<file path="config.mk">
export PLATFORM = sky130hd
export DESIGN_NAME = mii_tx_framer
export DESIGN_NICKNAME = d
export VERILOG_FILES = /design/src/rtl/eth_pkg.sv /design/src/rtl/crc32_d4.sv /design/src/rtl/mii_tx_framer.sv
export SDC_FILE = /design/constraint.sdc
export NUM_CORES = 1
export LEC_CHECK = 0
export ABC_AREA = 1
export BUFFER_PORTS_ARGS = -buffer_cell sky130_fd_sc_hd__buf_2
export CAP_MARGIN = 20
export CELL_PAD_IN_SITES_DETAIL_PLACEMENT = 1
export CELL_PAD_IN_SITES_GLOBAL_PLACEMENT = 1
export CORE_MARGIN = 4
export CORE_UTILIZATION = 35
export CTS_BUF_LIST = sky130_fd_sc_hd__clkbuf_16
export DETAILED_ROUTE_END_ITERATION = 7
export PLACE_DENSITY = 0.75
export SYNTH_ARGS = -nofsm -noshare
export SYNTH_HDL_FRONTEND = slang
export SYNTH_SLANG_ARGS = --single-unit
</file>
<file path="constraint.sdc">
create_clock -name sys_clk -period 4.5 [get_ports sys_clk]
set_input_delay 0.225 -clock sys_clk [delete_from_list [all_inputs] [get_ports sys_clk]]
set_output_delay 0.225 -clock sys_clk [all_outputs]
set_load 0.05 [all_outputs]
</file>
<file path="src/rtl/eth_pkg.sv">
// Shared definitions for the 100 Mb/s Ethernet transmit path: framer states,
// MII framing constants and the nibble-wide CRC-32 step.
package eth_pkg;

    typedef enum logic [2:0] {
        ST_IDLE,
        ST_PRE,
        ST_SFD,
        ST_DATA,
        ST_PAD,
        ST_FCS,
        ST_IFG
    } tx_state_t;

    localparam logic [3:0]  PREAMBLE_NIB = 4'h5;
    localparam logic [3:0]  SFD_NIB      = 4'hD;
    localparam int          PRE_NIBS     = 15;
    localparam int          FCS_NIBS     = 8;
    localparam logic [31:0] CRC_POLY     = 32'h04C11DB7;

    // MSB-first CRC register; data bits enter in wire order (bit 0 first).
    function automatic logic [31:0] crc32_nib(input logic [31:0] crc, input logic [3:0] data);
        logic [31:0] r;
        r = crc;
        for (int i = 0; i < 4; i++) begin
            r = {r[30:0], 1'b0} ^ (((r[31] ^ data[i]) == 1'b1) ? CRC_POLY : 32'h0);
        end
        return r;
    endfunction

endpackage

</file>
<file path="src/rtl/crc32_d4.sv">
// Ethernet CRC-32 register advanced one MII nibble per enabled clock.
module crc32_d4
    import eth_pkg::*;
(
    input  logic        sys_clk,
    input  logic        sys_rst_n,
    input  logic        crc_clr,
    input  logic        crc_en,
    input  logic [3:0]  data,
    output logic [31:0] crc_data,
    output logic [31:0] crc_next
);

    logic [31:0] crc_reg;

    assign crc_next = crc32_nib(crc_reg, data);
    assign crc_data = crc_reg;

    always_ff @(posedge sys_clk or negedge sys_rst_n) begin
        if (!sys_rst_n) begin
            crc_reg <= 32'hFFFF_FFFF;
        end else if (crc_clr) begin
            crc_reg <= 32'hFFFF_FFFF;
        end else if (crc_en) begin
            crc_reg <= crc_next;
        end
    end

endmodule

</file>
<file path="src/rtl/mii_tx_framer.sv">
// MII transmit framer: preamble/SFD insertion, zero padding, FCS append and
// inter-frame gap, one nibble per sys_clk.
module mii_tx_framer
    import eth_pkg::*;
#(
    parameter int MIN_BYTES = 60,
    parameter int IFG_NIB   = 24
) (
    input  logic       sys_clk,
    input  logic       sys_rst_n,
    input  logic [7:0] s_data,
    input  logic       s_valid,
    input  logic       s_last,
    output logic       s_ready,
    output logic       tx_en,
    output logic [3:0] tx_data,
    output logic       busy,
    output logic       underrun
);

    // Start-up spends two low cycles in IDLE, so IFG is shortened by two to
    // keep the wire gap at IFG_NIB for back-to-back frames.
    localparam int          IFG_HOLD = (IFG_NIB > 2) ? IFG_NIB - 2 : 1;
    localparam logic [15:0] PRE_LAST = 16'(PRE_NIBS - 1);
    localparam logic [15:0] FCS_LAST = 16'(FCS_NIBS - 1);
    localparam logic [15:0] IFG_LAST = 16'(IFG_HOLD - 1);
    localparam logic [15:0] MIN_CNT  = 16'(MIN_BYTES);

    tx_state_t   state_reg;
    logic [15:0] nib_cnt_reg;
    logic [15:0] byte_cnt_reg;
    logic [7:0]  byte_reg;
    logic        last_reg;
    logic        phase_reg;
    logic        poison_reg;
    logic        start_req_reg;
    logic        s_ready_reg;
    logic        busy_reg;
    logic        underrun_reg;
    logic        tx_en_reg;
    logic [3:0]  tx_data_reg;

    logic [3:0]  nib_mux;
    logic        en_mux;
    logic [4:0]  fcs_msb;
    logic [15:0] byte_cnt_inc;
    logic        need_pad;
    logic [15:0] pad_diff_unused;
    logic        crc_clr;
    logic        crc_en;
    logic [31:0] crc_data;
    logic [31:0] crc_next_unused;

    assign byte_cnt_inc = (byte_cnt_reg == 16'hFFFF) ? byte_cnt_reg : byte_cnt_reg + 16'd1;
    // Borrow of (count - MIN) is set exactly when more padding is required.
    assign {need_pad, pad_diff_unused} = {1'b0, byte_cnt_inc} - {1'b0, MIN_CNT};
    assign fcs_msb = 5'd31 - {nib_cnt_reg[2:0], 2'b00};

    always_comb begin
        nib_mux = 4'h0;
        en_mux  = 1'b0;
        case (state_reg)
            ST_PRE:  begin nib_mux = PREAMBLE_NIB; en_mux = 1'b1; end
            ST_SFD:  begin nib_mux = SFD_NIB;      en_mux = 1'b1; end
            ST_DATA: begin
                nib_mux = phase_reg ? byte_reg[7:4] : byte_reg[3:0];
                en_mux  = 1'b1;
            end
            ST_PAD:  begin nib_mux = 4'h0;         en_mux = 1'b1; end
            ST_FCS:  begin
                nib_mux = {crc_data[fcs_msb - 5'd3], crc_data[fcs_msb - 5'd2],
                           crc_data[fcs_msb - 5'd1], crc_data[fcs_msb]} ^ {4{~poison_reg}};
                en_mux  = 1'b1;
            end
            default: begin nib_mux = 4'h0;         en_mux = 1'b0; end
        endcase
    end

    assign crc_clr = (state_reg == ST_IDLE) || (state_reg == ST_PRE) || (state_reg == ST_SFD);
    assign crc_en  = (state_reg == ST_DATA) || (state_reg == ST_PAD);

    crc32_d4 u_crc (
        .sys_clk   (sys_clk),
        .sys_rst_n (sys_rst_n),
        .crc_clr   (crc_clr),
        .crc_en    (crc_en),
        .data      (nib_mux),
        .crc_data  (crc_data),
        .crc_next  (crc_next_unused)
    );

    always_ff @(posedge sys_clk or negedge sys_rst_n) begin
        if (!sys_rst_n) begin
            state_reg     <= ST_IDLE;
            nib_cnt_reg   <= '0;
            byte_cnt_reg  <= '0;
            byte_reg      <= '0;
            last_reg      <= 1'b0;
            phase_reg     <= 1'b0;
            poison_reg    <= 1'b0;
            start_req_reg <= 1'b0;
            s_ready_reg   <= 1'b0;
            busy_reg      <= 1'b0;
            underrun_reg  <= 1'b0;
            tx_en_reg     <= 1'b0;
            tx_data_reg   <= 4'h0;
        end else begin
            underrun_reg <= 1'b0;
            tx_en_reg    <= en_mux;
            tx_data_reg  <= nib_mux;
            case (state_reg)
                ST_IDLE: begin
                    if (start_req_reg) begin
                        state_reg     <= ST_PRE;
                        start_req_reg <= 1'b0;
                        busy_reg      <= 1'b1;
                        nib_cnt_reg   <= '0;
                        byte_cnt_reg  <= '0;
                        poison_reg    <= 1'b0;
                        phase_reg     <= 1'b0;
                        last_reg      <= 1'b0;
                    end else if (s_valid) begin
                        start_req_reg <= 1'b1;
                    end
                end
                ST_PRE: begin
                    if (nib_cnt_reg == PRE_LAST) begin
                        state_reg   <= ST_SFD;
                        s_ready_reg <= 1'b1;
                        nib_cnt_reg <= '0;
                    end else begin
                        nib_cnt_reg <= nib_cnt_reg + 16'd1;
                    end
                end
                ST_SFD: begin
                    s_ready_reg <= 1'b0;
                    if (s_valid) begin
                        byte_reg  <= s_data;
                        last_reg  <= s_last;
                        phase_reg <= 1'b0;
                        state_reg <= ST_DATA;
                    end else begin
                        underrun_reg <= 1'b1;
                        poison_reg   <= 1'b1;
                        nib_cnt_reg  <= '0;
                        state_reg    <= ST_FCS;
                    end
                end
                ST_DATA: begin
                    if (!phase_reg) begin
                        phase_reg   <= 1'b1;
                        s_ready_reg <= ~last_reg;
                    end else begin
                        phase_reg    <= 1'b0;
                        s_ready_reg  <= 1'b0;
                        byte_cnt_reg <= byte_cnt_inc;
                        if (last_reg) begin
                            if (need_pad) begin
                                state_reg <= ST_PAD;
                            end else begin
                                nib_cnt_reg <= '0;
                                state_reg   <= ST_FCS;
                            end
                        end else if (s_valid) begin
                            byte_reg <= s_data;
                            last_reg <= s_last;
                        end else begin
                            underrun_reg <= 1'b1;
                            poison_reg   <= 1'b1;
                            nib_cnt_reg  <= '0;
                            state_reg    <= ST_FCS;
                        end
                    end
                end
                ST_PAD: begin
                    phase_reg <= ~phase_reg;
                    if (phase_reg) begin
                        byte_cnt_reg <= byte_cnt_inc;
                        if (!need_pad) begin
                            nib_cnt_reg <= '0;
                            state_reg   <= ST_FCS;
                        end
                    end
                end
                ST_FCS: begin
                    if (nib_cnt_reg == FCS_LAST) begin
                        nib_cnt_reg <= '0;
                        state_reg   <= ST_IFG;
                    end else begin
                        nib_cnt_reg <= nib_cnt_reg + 16'd1;
                    end
                end
                ST_IFG: begin
                    if (nib_cnt_reg == IFG_LAST) begin
                        nib_cnt_reg <= '0;
                        busy_reg    <= 1'b0;
                        state_reg   <= ST_IDLE;
                    end else begin
                        nib_cnt_reg <= nib_cnt_reg + 16'd1;
                    end
                end
                default: begin
                    state_reg <= ST_IDLE;
                    busy_reg  <= 1'b0;
                end
            endcase
        end
    end

    assign s_ready  = s_ready_reg;
    assign busy     = busy_reg;
    assign underrun = underrun_reg;
    assign tx_en    = tx_en_reg;
    assign tx_data  = tx_data_reg;

endmodule

</file>
==> flow_summary_export.csv <==
group,metric,value,unit
sta,tightest_slew,0.814,ns
yosys,synth.avg_cell_area,6.63,sq um
placement,gp_congestion,0.842,
sta,setup_viol,0,
global_routing,grt_pass1_vias,5795,
yosys,synth_area_leaders,"dfrtp_1 (23%), nand2_1 (21%), dfstp_2 (14%)",
final_layout,diodes,0,
route,drc,0,
sta,fin_crit_sh,70.6,%
global_routing,grt_use_total,19.6,%
floorplan,dieWidth,138,um
yosys,syn_area,5880,sq um
power_and_ir_drop,total_power,4970,uW
global_routing,grt.overflow.total,0,
worst_setup_path,timing.rr.end,"nib_cnt_reg[12]",
route,routed_wl,17300,um
final_layout,largest_reg_flops,32,
worst_setup_path,reg2reg_depth,10,
worst_setup_path,path_class,"reg2reg",
yosys,synth_top_area_share,23.4,%
sta,slew_headroom,45.7,%
final_layout,final_nets,913,
clock_network,numCtsBuffers,9,
clock_network,clockBufferDepth,2,
clock_network,cts_setup_buffers,0,
floorplan,fp.coreArea,16500,sq um
worst_setup_path,cp_max_fo,25,
sta,post-route-min-period,3.18,ns
sta,whs,0.0965,ns
run_status,status,"finished, final reports clean",
global_routing,grt_pass1_wl,29300,um
floorplan,dieArea,18900,sq um
floorplan,rows,47,
run,maxCapViolations,0,
final_layout,finalNonFillerCells,1122,
final_layout,multi_input_area,3010,sq um
sta,slew_violations,0,
worst_setup_path,cp-start-kind,"register",
yosys,synth_warnings,0,
placement,dp.cells,1105,
route,drt-initial-drc-count,296,
worst_setup_path,cp.arrival,3.47,ns
final_layout,final_common_cell,"nand2_1",
placement,dp_hpwl,12700,um
global_routing,antenna_found_initial,0,
final_layout,syn_to_final_growth,9.47,%
floorplan,die_h,138,um
final_layout,drive_gt1_share,12.9,%
sta,max_freq,315,MHz
yosys,synth_cell_types,39,
placement,io_buffer_count,19,
hold_path,min_path_cells,2,
clock_network,h-tree-depth,3,
route,antenna_left,0,
yosys,async_flop_share,100,%
clock_network,cts.repair.resized,0,
hold_path,min_from,"s_data[5]",
floorplan,initial_core_util,35.6,%
final_layout,final_cell_mix,"nand2_1 (327), inv_1 (123), nand3_1 (93)",
route,vias_per_cell,5.00,
worst_setup_path,timing.rr.start,"state_reg[2]",
yosys,synth_top_cell_by_area,"dfrtp_1",
sta,fin_skew,0.00963,ns
power_and_ir_drop,powerDensity,773,nW/um^2
worst_setup_path,reg2reg_slack,1.32,ns
sta,rsz0062_at_grt,"false",
sta,timing_hold_violations_final,0,
worst_setup_path,cp_data_required_time,4.80,ns
final_layout,fin_util,39.0,%
final_layout,seq_area,2220,sq um
yosys,synth_seq_cells,87,
yosys,syn-num-nets,903,
sta,setup_tns,0,ns
power_and_ir_drop,p_leak,0.00331,uW
hold_path,min_to,"byte_reg[5]",
floorplan,io_pins,20,
clock_network,clockRootBuffer,"clkbuf_16",
clock_network,clk_pin_slew,0.07,ns
route,dr.pass1.iters,4,
route,wl_per_cell,15.5,um
yosys,synth-edff-count,0,
hold_path,hold_class,"in2reg",
yosys,seq_area_frac_synth,37.7,%
final_layout,n_fill_cell,2156,
clock_network,cts_sinks,87,
power_and_ir_drop,max-vdd-ir-drop,0.265,mV
route,vias,5607,
clock_network,insertion_delay,0.35,ns
global_routing,grt_max_degree,54,
clock_network,cts_tree,"done",
yosys,synthCells,887,
worst_setup_path,end_kind,"register",
yosys,synthFlopType,"dfrtp_1",
through the flow:
step                      instance area, sq um  setup slack (ns)
final                                     6440              1.32
after global placement                    6120              1.43
after detailed placement                  6120              1.31
after floorplan                           5880              2.43
after global routing                      6440              1.03
after CTS                                 6440              1.29
cells by family after synthesis:
group	share of synthesized area [%]
AO/OA/AOI/OAI	8.70
multiplexers	1.53
buffers and inverters	11.1
flip-flops	37.7
AND/OR/NAND/NOR	38.4
XOR/XNOR	1.79
adder cells (fa/ha/maj)	0.851
synth_stat cells, types with 2 or more instances:
master    number
nand2_1      327
inv_1        122
nand3_1       93
dfrtp_1       55
nor2_1        55
o21ai_0       55
dfstp_2       32
a21oi_1       20
nand4_1       16
inv_2         11
xor2_1        10
mux2_2         8
buf_2          7
nand2_2        7
buf_4          6
nand3_2        5
nor2_2         5
o22ai_1        5
buf_6          4
ha_1           4
nor3_1         4
o21ai_1        4
clkbuf_1       3
nor2_4         3
nor4_1         3
or2_2          3
a21oi_2        2
a22oi_1        2
a31oi_1        2
buf_1          2
nor3_4         2
o211ai_1       2
xnor2_1        2
report_power, final:
| part | switching, uW | internal (uW) | leakage [uW] |
|---|---|---|---|
| Combinational | 2070 | 774 | 0.00209 |
| Sequential | 203 | 1140 | 0.00106 |
| Clock | 348 | 439 | 0.000155 |
layout make-up:
class / count / share of cell area, %
clock inverter: 7 / 1.28
inverter: 134 / 7.81
tap: 220 / 4.28
timing repair buffer: 22 / 1.90
multi-input combinational: 643 / 46.8
clock buffer: 9 / 3.50
sequential: 87 / 34.4
how the worst max path moves through the flow:
stage | cells past startpoint | end | slack, ns | start
2_1_floorplan | 18 | nib_cnt_reg[6] | 2.43 | byte_cnt_reg[0]
3_5_place_dp | 10 | nib_cnt_reg[12] | 1.31 | state_reg[0]
6_report | 10 | nib_cnt_reg[12] | 1.32 | state_reg[2]
3_3_place_gp | 10 | nib_cnt_reg[12] | 1.43 | state_reg[2]
5_1_grt | 10 | nib_cnt_reg[12] | 1.03 | state_reg[2]
4_1_cts | 10 | nib_cnt_reg[12] | 1.29 | state_reg[2]
critical path, stage by stage (launching register included):
cell     delay, ns
dfrtp_1       0.45
inv_2         0.12
nor2_2        0.66
nor2_4        0.31
a21oi_1       0.31
o21ai_2       0.28
nor2_2        0.54
inv_1         0.16
a21oi_1       0.15
nand2_1       0.06
nand2_1       0.05
per-layer routing:
layer	GRT usage [%]	vias to the layer above	share of wire, %
li1	-	2821	-
met1	26.3	2701	48
met2	33.0	68	48
met3	3.14	17	2.8
met4	5.21	0	1.4
met5	0	-	0
what timing repair did:
action	4_1_cts	5_1_grt
hold buffers	1	0
hold endpoints to repair	37	0
setup endpoints to repair	0	0
No activity file was read; power rests on OpenSTA's default activity.
